**config.mk**
```make
export PLATFORM = sky130hd
export DESIGN_NAME = aer_rank_decoder
export DESIGN_NICKNAME = d
export VERILOG_FILES = /design/src/rtl/aer_rank_decoder.sv
export SDC_FILE = /design/constraint.sdc
export NUM_CORES = 2
export LEC_CHECK = 0
export BUFFER_PORTS_ARGS = -buffer_cell sky130_fd_sc_hd__buf_2
export CAP_MARGIN = 20
export CORE_MARGIN = 8
export CORE_UTILIZATION = 42
export CTS_CLUSTER_DIAMETER = 30
export DETAILED_ROUTE_END_ITERATION = 10
export PLACE_DENSITY_LB_ADDON = 0.08
export SYNTH_ARGS = -nofsm -noshare
export SYNTH_HDL_FRONTEND = slang
export SYNTH_SLANG_ARGS = --single-unit
```
**constraint.sdc**
```tcl
create_clock -name clk -period 6.59 [get_ports clk]
set_input_delay 0.9885 -clock clk [delete_from_list [all_inputs] [get_ports clk]]
set_output_delay 0.9885 -clock clk [all_outputs]
set_load 0.05 [all_outputs]
```
**src/rtl/aer_rank_decoder.sv**
```systemverilog
`default_nettype none
// ============================================================================
//  Module      : aer_rank_decoder
//  Description : Receiving end of an AER spike link. Completes the 4-phase
//                REQ/ACK handshake per spike, records each pixel's arrival
//                rank, flags duplicate / out-of-range IDs and raises DONE once
//                every pixel of the image has spiked.
//  Revision    : 1.0 - initial release
// ============================================================================
module aer_rank_decoder #(
  parameter int IMAGE_SIZE      = 256,
  parameter int IMAGE_SIZE_BITS = 8
) (
  input  logic                       clk,
  input  logic                       rst,
  input  logic [IMAGE_SIZE_BITS:0]   aerin_addr,
  input  logic                       aerin_req,
  output logic                       aerin_ack,
  input  logic                       start,
  input  logic [IMAGE_SIZE_BITS-1:0] rank_rd_addr,
  output logic [IMAGE_SIZE_BITS:0]   rank_rd_data,
  output logic [IMAGE_SIZE_BITS:0]   event_count,
  output logic                       done,
  output logic                       dup_err,
  output logic                       addr_err
);

  // Full-image count; also the "never spiked" read-back marker.
  localparam logic [IMAGE_SIZE_BITS:0] c_full = (IMAGE_SIZE_BITS+1)'(IMAGE_SIZE);

  typedef enum logic [2:0] {
    S_IDLE     = 3'd0,
    S_WAIT_REQ = 3'd1,
    S_CAPTURE  = 3'd2,
    S_WAIT_LOW = 3'd3,
    S_DONE     = 3'd4
  } state_t;

  state_t                     r_state;
  state_t                     w_state_next;
  logic                       r_req_meta;
  logic                       r_req_s;
  logic                       r_ack;
  logic [IMAGE_SIZE-1:0]      r_valid;
  logic [IMAGE_SIZE_BITS-1:0] r_rank [IMAGE_SIZE];
  logic [IMAGE_SIZE_BITS:0]   r_event_count;
  logic                       r_dup_err;
  logic                       r_addr_err;

  logic                       w_capture;
  logic                       w_clear;
  logic                       w_addr_oob;
  logic [IMAGE_SIZE_BITS-1:0] w_idx;
  logic                       w_dup;
  logic                       w_write;

  assign w_capture  = (r_state == S_CAPTURE);
  // START is honoured only outside an active handshake.
  assign w_clear    = start && ((r_state == S_IDLE) || (r_state == S_WAIT_REQ) ||
                                (r_state == S_DONE));
  assign w_addr_oob = (aerin_addr >= c_full);
  assign w_idx      = aerin_addr[IMAGE_SIZE_BITS-1:0];
  assign w_dup      = r_valid[w_idx];
  assign w_write    = w_capture && !w_addr_oob && !w_dup && (r_event_count != c_full);

  // Two-flop synchronizer for the asynchronous request line.
  always_ff @(posedge clk) begin
    if (!rst) begin
      r_req_meta <= 1'b0;
      r_req_s    <= 1'b0;
    end else begin
      r_req_meta <= aerin_req;
      r_req_s    <= r_req_meta;
    end
  end

  // Handshake state register.
  always_ff @(posedge clk) begin
    if (!rst) r_state <= S_IDLE;
    else      r_state <= w_state_next;
  end

  // Next-state logic; CAPTURE always lasts exactly one cycle.
  always_comb begin
    w_state_next = r_state;
    case (r_state)
      S_IDLE:     if (start) w_state_next = S_WAIT_REQ;
      S_WAIT_REQ: if (r_req_s) w_state_next = S_CAPTURE;
      S_CAPTURE:  w_state_next = S_WAIT_LOW;
      S_WAIT_LOW: if (!r_req_s)
                    w_state_next = (r_event_count == c_full) ? S_DONE : S_WAIT_REQ;
      S_DONE:     if (start) w_state_next = S_WAIT_REQ;
      default:    w_state_next = S_IDLE;
    endcase
  end

  // ACK is registered from the state, so it rises one edge after CAPTURE
  // is entered and falls one edge after WAIT_LOW is left.
  always_ff @(posedge clk) begin
    if (!rst) r_ack <= 1'b0;
    else      r_ack <= (r_state == S_CAPTURE) || (r_state == S_WAIT_LOW);
  end

  // Valid bits, event counter and sticky error flags.
  always_ff @(posedge clk) begin
    if (!rst || w_clear) begin
      r_valid       <= '0;
      r_event_count <= '0;
      r_dup_err     <= 1'b0;
      r_addr_err    <= 1'b0;
    end else if (w_capture) begin
      if (w_addr_oob) begin
        r_addr_err <= 1'b1;
      end else if (w_dup) begin
        r_dup_err <= 1'b1;
      end else if (w_write) begin
        r_valid[w_idx] <= 1'b1;
        r_event_count  <= r_event_count + 1'b1;
      end
    end
  end

  // Rank storage: not cleared by reset or START, validity lives in r_valid.
  always_ff @(posedge clk) begin
    if (rst && w_write) r_rank[w_idx] <= r_event_count[IMAGE_SIZE_BITS-1:0];
  end

  assign rank_rd_data = r_valid[rank_rd_addr] ? {1'b0, r_rank[rank_rd_addr]} : c_full;
  assign aerin_ack    = r_ack;
  assign event_count  = r_event_count;
  assign done         = (r_state == S_DONE);
  assign dup_err      = r_dup_err;
  assign addr_err     = r_addr_err;

endmodule
`default_nettype wire

```
**Word level (Yosys, flattened, before mapping)**

Memory sizes are Yosys's and may differ from the RTL's.
Cells that the tools add are included.

- Output and inout bits: 22
- Memories kept: 1
- Bits in writable memories: 2048
- Word-level logic and storage cells: 59
- Bits in registers: 273
- Bits of input ports: 21

Memory list:

| name | words | width | rd ports | clocked after Yosys merged registers in | write ports | RTL line | source |
|---|---|---|---|---|---|---|---|
| r_rank | 256 | 8 | 1 | 0 | 1 | 45 | `logic [IMAGE_SIZE_BITS-1:0] r_rank [IMAGE_SIZE];` |

- Multiplexer cells: 14
- $lt $le $gt $ge: 4
- Equality and inequality tests: 9
- Bitwise operators: 3
- $add $sub $neg: 1
- Reduce and logical (&&, ||, !) cells: 19

Operators by type and width:

| kind | number |
|---|---|
| $or A256 B256 Y256 | 1 |
| $lt A8 B9 Y1 const B | 2 |
| $bmux W1 S8 | 2 |
| $mux W3 | 4 |
| $pmux W3 S4 | 1 |
| $add A9 B1 Y9 const B | 1 |
| $eq A9 B9 Y1 const B | 1 |
| $ge A9 B9 Y1 const B | 1 |
| $mux W9 | 1 |
| $ne A9 B9 Y1 const B | 1 |
| $demux W1 S8 | 1 |
| $ge A8 B1 Y1 const B | 1 |
| $eq A3 B2 Y1 const B | 2 |
| $logic_and A1 B1 Y1 | 6 |
| $reduce_and A3 Y1 | 2 |
| $mux W1 | 5 |
| $logic_or A1 B1 Y1 | 4 |
| $ne A2 B2 Y1 const B | 2 |
| $reduce_and A4 Y1 | 1 |
| $eq A3 B1 Y1 const B | 1 |
| $eq A3 B3 Y1 const B | 1 |
| $logic_not A1 Y1 | 3 |
| $logic_not A3 Y1 | 1 |
| $ne A2 B1 Y1 const B | 1 |
| 3 further kinds | 4 |

**Longest topological paths before layout**

- Depth after elaboration: 8
- Mapped depth: 15
- Gate-level depth less buffers: 9

**Worst setup path after synthesis**

No wires, ideal clock.

- Path kind: register to register
- Start point: register r_event_count[0], in the netlist event_count[0]
- End point: memory r_rank[166][0] (enable)
- Data arrival time: 6689 ps
- Library setup time: 383 ps
- Path slack: -482 ps
- Required time: 6207 ps
- Path buffers: 1
- Cell stages (with the launch flop): 11
- Clock period less this slack: 7072 ps
- Path through: dfxtp_1 -> inv_1 -> ha_1 -> nor4b_1 -> nand2_1 -> nand2_1 -> o21bai_1 -> o32ai_2 -> buf_2 -> nand3_1 -> nor3_1

- Word-level cells in the longest chain between the ends: 5

RTL lines:

| what | RTL line | source |
|---|---|---|
| start: declaration | 46 | `logic [IMAGE_SIZE_BITS:0] r_event_count;` |
| start signal: assignment | 118 | `r_event_count <= r_event_count + 1'b1;` |
| $ne A9 B9 Y1 | 64 | `assign w_write = w_capture && !w_addr_oob && !w_dup && (r_event_count != c_full);` |
| $logic_and A1 B1 Y1 | 64 |  |
| $logic_and A1 B1 Y1 | 125 | `if (rst && w_write) r_rank[w_idx] <= r_event_count[IMAGE_SIZE_BITS-1:0];` |
| $mux W1 | 125 |  |
| $mux W1 (not written as such) | 125 |  |
| end: declaration | 45 |  |

Every way passes these cells.

**Final worst setup path**

- Start point: input rank_rd_addr[0]
- End point: output rank_rd_data[5]

- Word-level cells in the longest chain between the ends: 3
- Elaborated cells between the ends (all ways): 4
- Those cells by class: mux (3); memory (1)

RTL lines:

| what | RTL line | source |
|---|---|---|
| start: declaration | 20 | `input logic [IMAGE_SIZE_BITS-1:0] rank_rd_addr,` |
| $bmux W1 S8 | 128 | `assign rank_rd_data = r_valid[rank_rd_addr] ? {1'b0, r_rank[rank_rd_addr]} : c_full;` |
| $mux W1 (not written as such) | 128 |  |
| $mux W9 * | 128 |  |
| end: declaration | 21 | `output logic [IMAGE_SIZE_BITS:0] rank_rd_data,` |

Mark *: on every way between the ends. The rest lies on a longest branch, timed or not. The select of a mux whose other input is x is not followed.

==> impl_table.tex <==
\begin{tabular}{lr}
\hline
Metric & Value \\
\hline
\multicolumn{2}{l}{\textbf{Run status}} \\
Run status & finished clean \\
\multicolumn{2}{l}{\textbf{Yosys}} \\
Synth cell count leaders & sky130\_fd\_sc\_hd\_\_edfxtp\_1 (2048), sky130\_fd\_sc\_hd\_\_mux4\_2 (806), sky130\_fd\_sc\_hd\_\_nor2\_1 (428) \\
Unique cell type count in the Yosys netlist & 50 \\
Synth Warn \# & 0 \\
Most repeated cell in the gate-level netlist after synthesis & sky130\_fd\_sc\_hd\_\_edfxtp\_1 \\
Post-synthesis average cell area & 20.1 um2 \\
Most frequently used flop master after synthesis & sky130\_fd\_sc\_hd\_\_edfxtp\_1 \\
Cell types with the largest area share after synthesis & sky130\_fd\_sc\_hd\_\_edfxtp\_1 (67\%), sky130\_fd\_sc\_hd\_\_mux4\_2 (20\%), sky130\_fd\_sc\_hd\_\_dfxtp\_1 (5.9\%), sky130\_fd\_sc\_hd\_\_nor2\_1 (1.7\%), sky130\_fd\_sc\_hd\_\_a21oi\_1 (0.79\%) \\
Proportion of netlist area held by the largest area contributor & 0.669 \\
Area leader, netlist & sky130\_fd\_sc\_hd\_\_edfxtp\_1 \\
Count of mapped cells out of synthesis & 4569 \\
Post-synthesis instance area & 0.0919 mm2 \\
Part of the Yosys area used for sequential elements & 0.728 \\
Synth Net Count & 4592 \\
Ys async rst share & 0 \\
Post-synthesis register bit count & 2321 \\
Number of flops mapped to enable cells by yosys & 2048 \\
\multicolumn{2}{l}{\textbf{Timing}} \\
Final setup vio count & 0 \\
Final-layout setup total negative slack & 0 ns \\
Clock tree skew after final layout & 0.0596 ns \\
Achievable clock frequency & 0.167 GHz \\
Worst-margin pin slew & 1.16 ns \\
Fin crit share & 0.910 \\
Number of pins exceeding their max-slew limit in the final report & 0 \\
Fin. Hold Viols & 0 \\
Worst slew margin relative to its limit & 0.227 \\
Hold slack final & 0.292 ns \\
Unrepaired setup endpoints after global routing & false \\
Minimum period implied by the final worst setup slack & 6.00 ns \\
\multicolumn{2}{l}{\textbf{Pwr}} \\
Leakage power of the design & 34.2 nW \\
Switching power as a share of total power & 0.201 \\
Total power consumption of the routed design & 42.6 mW \\
Clock network fraction of total power & 0.610 \\
Power per cell area & 368 mW/mm2 \\
NetSw & 8.58 mW \\
Power share of the combinational group & 0.019 \\
Cell internal pwr & 34.1 mW \\
Register share of total power & 0.371 \\
Worst supply voltage drop on vdd & 0.000269 V \\
\multicolumn{2}{l}{\textbf{Hold path}} \\
Number of instances on the worst hold path & 2 \\
Type of the most critical hold path & input port to register \\
\multicolumn{2}{l}{\textbf{Route}} \\
DR WL/cell & 31.1 um \\
Count of routing violations after the opening detailed-route iteration & 4600 \\
Number of remaining DRC errors & 0 \\
Post-DR vias/cell & 5.73 \\
Routed wire length & 265 mm \\
Via count of the routed design & 48753 \\
Number of antenna-violating nets in the routed design & 0 \\
DRT Pass-1 Iters & 5 \\
\multicolumn{2}{l}{\textbf{Clock network}} \\
Root cell of the clock tree & sky130\_fd\_sc\_hd\_\_clkbuf\_16 \\
Clock tree buffer depth & 4 \\
Insertion delay of the later-clocked pin in the worst-skew pair & 0.95 ns \\
Clock tree from TritonCTS & done \\
Htree depth & 6 \\
Num Clock Sinks & 2321 \\
Post-CTS setup-driven buffer insertion count & 0 \\
Clock transition time at the flip-flop clock pins of the worst setup and hold paths & 0.04 ns \\
Number of clock buffers inserted by TritonCTS & 544 \\
Number of cells upsized or downsized after cts & 0 \\
CTS Hold Buffers Added & 0 \\
\multicolumn{2}{l}{\textbf{GRT}} \\
Vias in the first global route & 51135 \\
Global-route wire length before repair & 380 mm \\
GRT Total Usage & 0.223 \\
Met1 track demand over resource & 0.299 \\
Global-route met2 utilization & 0.370 \\
Total congestion overflow after global routing & 0 \\
Most utilized layer in the global route result & met2 \\
Pin count of the biggest net entering global routing & 103 \\
Met3 layer usage reported by global route & 0.0428 \\
Antenna violations before repair & 8 \\
\multicolumn{2}{l}{\textbf{Setup path}} \\
Worst flop-to-flop path startpoint & event\_count[1] \\
Cell family contributing the most delay on the critical path & multiplexers \\
Critical path type & input port to primary output \\
Reg-to-reg critical path endpoint & r\_rank[60][3] \\
Critical path destination & rank\_rd\_data[5] \\
Reg2Reg Setup Slack & 2.13 ns \\
Crit path from & rank\_rd\_addr[0] \\
Element type at the critical path end & primary output \\
Max incr delay on CP & 0.66 ns \\
Sequence of cells on the critical path & buf\_8 > buf\_4 > buf\_12 > mux4\_2 > mux4\_2 > mux4\_2 > a211oi\_1 > a211oi\_1 > buf\_2 \\
Startpoint kind of the worst setup timing path & input port \\
Levels on crit path & 9 \\
Max stage delay cell, worst path & sky130\_fd\_sc\_hd\_\_a211oi\_1 \\
CP Max Fanout & 54 \\
Worst Path Required & 5.60 ns \\
Cell repeated most along the worst path & sky130\_fd\_sc\_hd\_\_mux4\_2 \\
Worst R2R Path Depth & 10 \\
WP buf/inv & 4 \\
Arr. time, crit path & 5.01 ns \\
\multicolumn{2}{l}{\textbf{Die}} \\
Vert. Die Dim & 484 um \\
Area inside the core boundary & 0.217 mm2 \\
Floorplan row count & 171 \\
DIE WIDTH & 484 um \\
I/O pin cnt & 43 \\
Initial core utilization & 0.423 \\
Die outline area & 0.234 mm2 \\
\multicolumn{2}{l}{\textbf{Cells and area}} \\
Final cell count without fillers & 8509 \\
Area Growth Syn to Fin & 26.0\% \\
Fraction of layout cells with a size suffix above 1 & 0.366 \\
Fin nets & 5262 \\
\multicolumn{2}{l}{\textbf{Place}} \\
Final weighted congestion in routability-driven placement & 0.804 \\
Cells after DPL & 7545 \\
Detailed Place HPWL & 161 mm \\
Port bufs & 42 \\
\multicolumn{2}{l}{\textbf{Run}} \\
Max-cap check violation count & 0 \\
\hline
\end{tabular}
[cells in the final DEF (no fill, tap or decap), drive strengths merged, types with 24 or more instances in the layout]
cell,netlist,layout
a21oi,146,146
buf,140,412
bufinv,0,58
clkbuf,148,657
clkinv,0,190
clkinvlp,0,31
dfxtp,273,273
edfxtp,2048,2048
inv,7,30
mux2i,50,50
mux4,806,806
nand2,202,202
nor2,428,428
nor2b,24,24
o21ai,127,127
[power by group through the flow]
stage	Clock [mW]	Sequential, mW	Combinational [mW]
2_1_floorplan	0	16.1	0.537
3_3_place_gp	0	16.1	0.834
3_5_place_dp	0	16.1	0.831
4_1_cts	26.4	15.8	0.832
5_1_grt	27.2	15.8	0.860
6_report	26.0	15.8	0.814
[cell families (layout without fill, tap and decap cells)]
group | after synthesis | count (layout) | share of synthesized area
other | 0 | 3 | 0
AND/OR/NAND/NOR | 746 | 746 | 0.0336
flip-flops | 2321 | 2321 | 0.728
adder cells (fa/ha/maj) | 2 | 2 | 0.000272
buffers and inverters | 295 | 1378 | 0.0133
XOR/XNOR | 1 | 1 | 0.0000953
AO/OA/AOI/OAI | 342 | 342 | 0.0208
multiplexers | 862 | 862 | 0.204
[registers in the layout, summed over array words and instances (netlist names)]
name,count
r_state,3
r_req_s,1
r_valid,256
event_count,9
aerin_ack,1
dup_err,1
r_req_meta,1
r_rank,2048
addr_err,1
[per-layer routing]
layer  up-vias  share of wire
met3       436          0.056
met1     26272           0.42
li1      20423              -
met5         -              0
met4         0          0.028
met2      1622           0.50
[worst min-delay path by stage]
stage,slack (ns),start,endpoint
finish,0.29,aerin_req,r_req_meta
global route,0.25,aerin_req,r_req_meta
CTS,0.22,aerin_req,r_req_meta
detailed placement,0.43,r_req_meta,r_req_s
global placement,0.43,r_req_meta,r_req_s
floorplan,0.41,r_req_meta,r_req_s
[per-stage QoR]
step	worst slack, ns	cell area [um2]	utilization
detailed placement	0.496	97900	0.451
CTS	0.503	116000	0.533
finish	0.591	116000	0.533
global placement	0.455	97900	0.451
floorplan	0.201	91900	-
global route	0.402	116000	0.533
[final cells by class]
| type | count | area (um2) |
|---|---|---|
| well taps | 2854 | 3570 |
| inverters | 7 | 26.3 |
| clock inverters | 302 | 3200 |
| repair buffers | 412 | 3530 |
| multi-input cells | 1953 | 23800 |
| flip-flops and latches | 2321 | 67000 |
| clock buffers | 657 | 14700 |
| fillers | 17098 | 102000 |
| diodes | 3 | 7.51 |
Note: power is estimated with default switching activity, not from simulation.
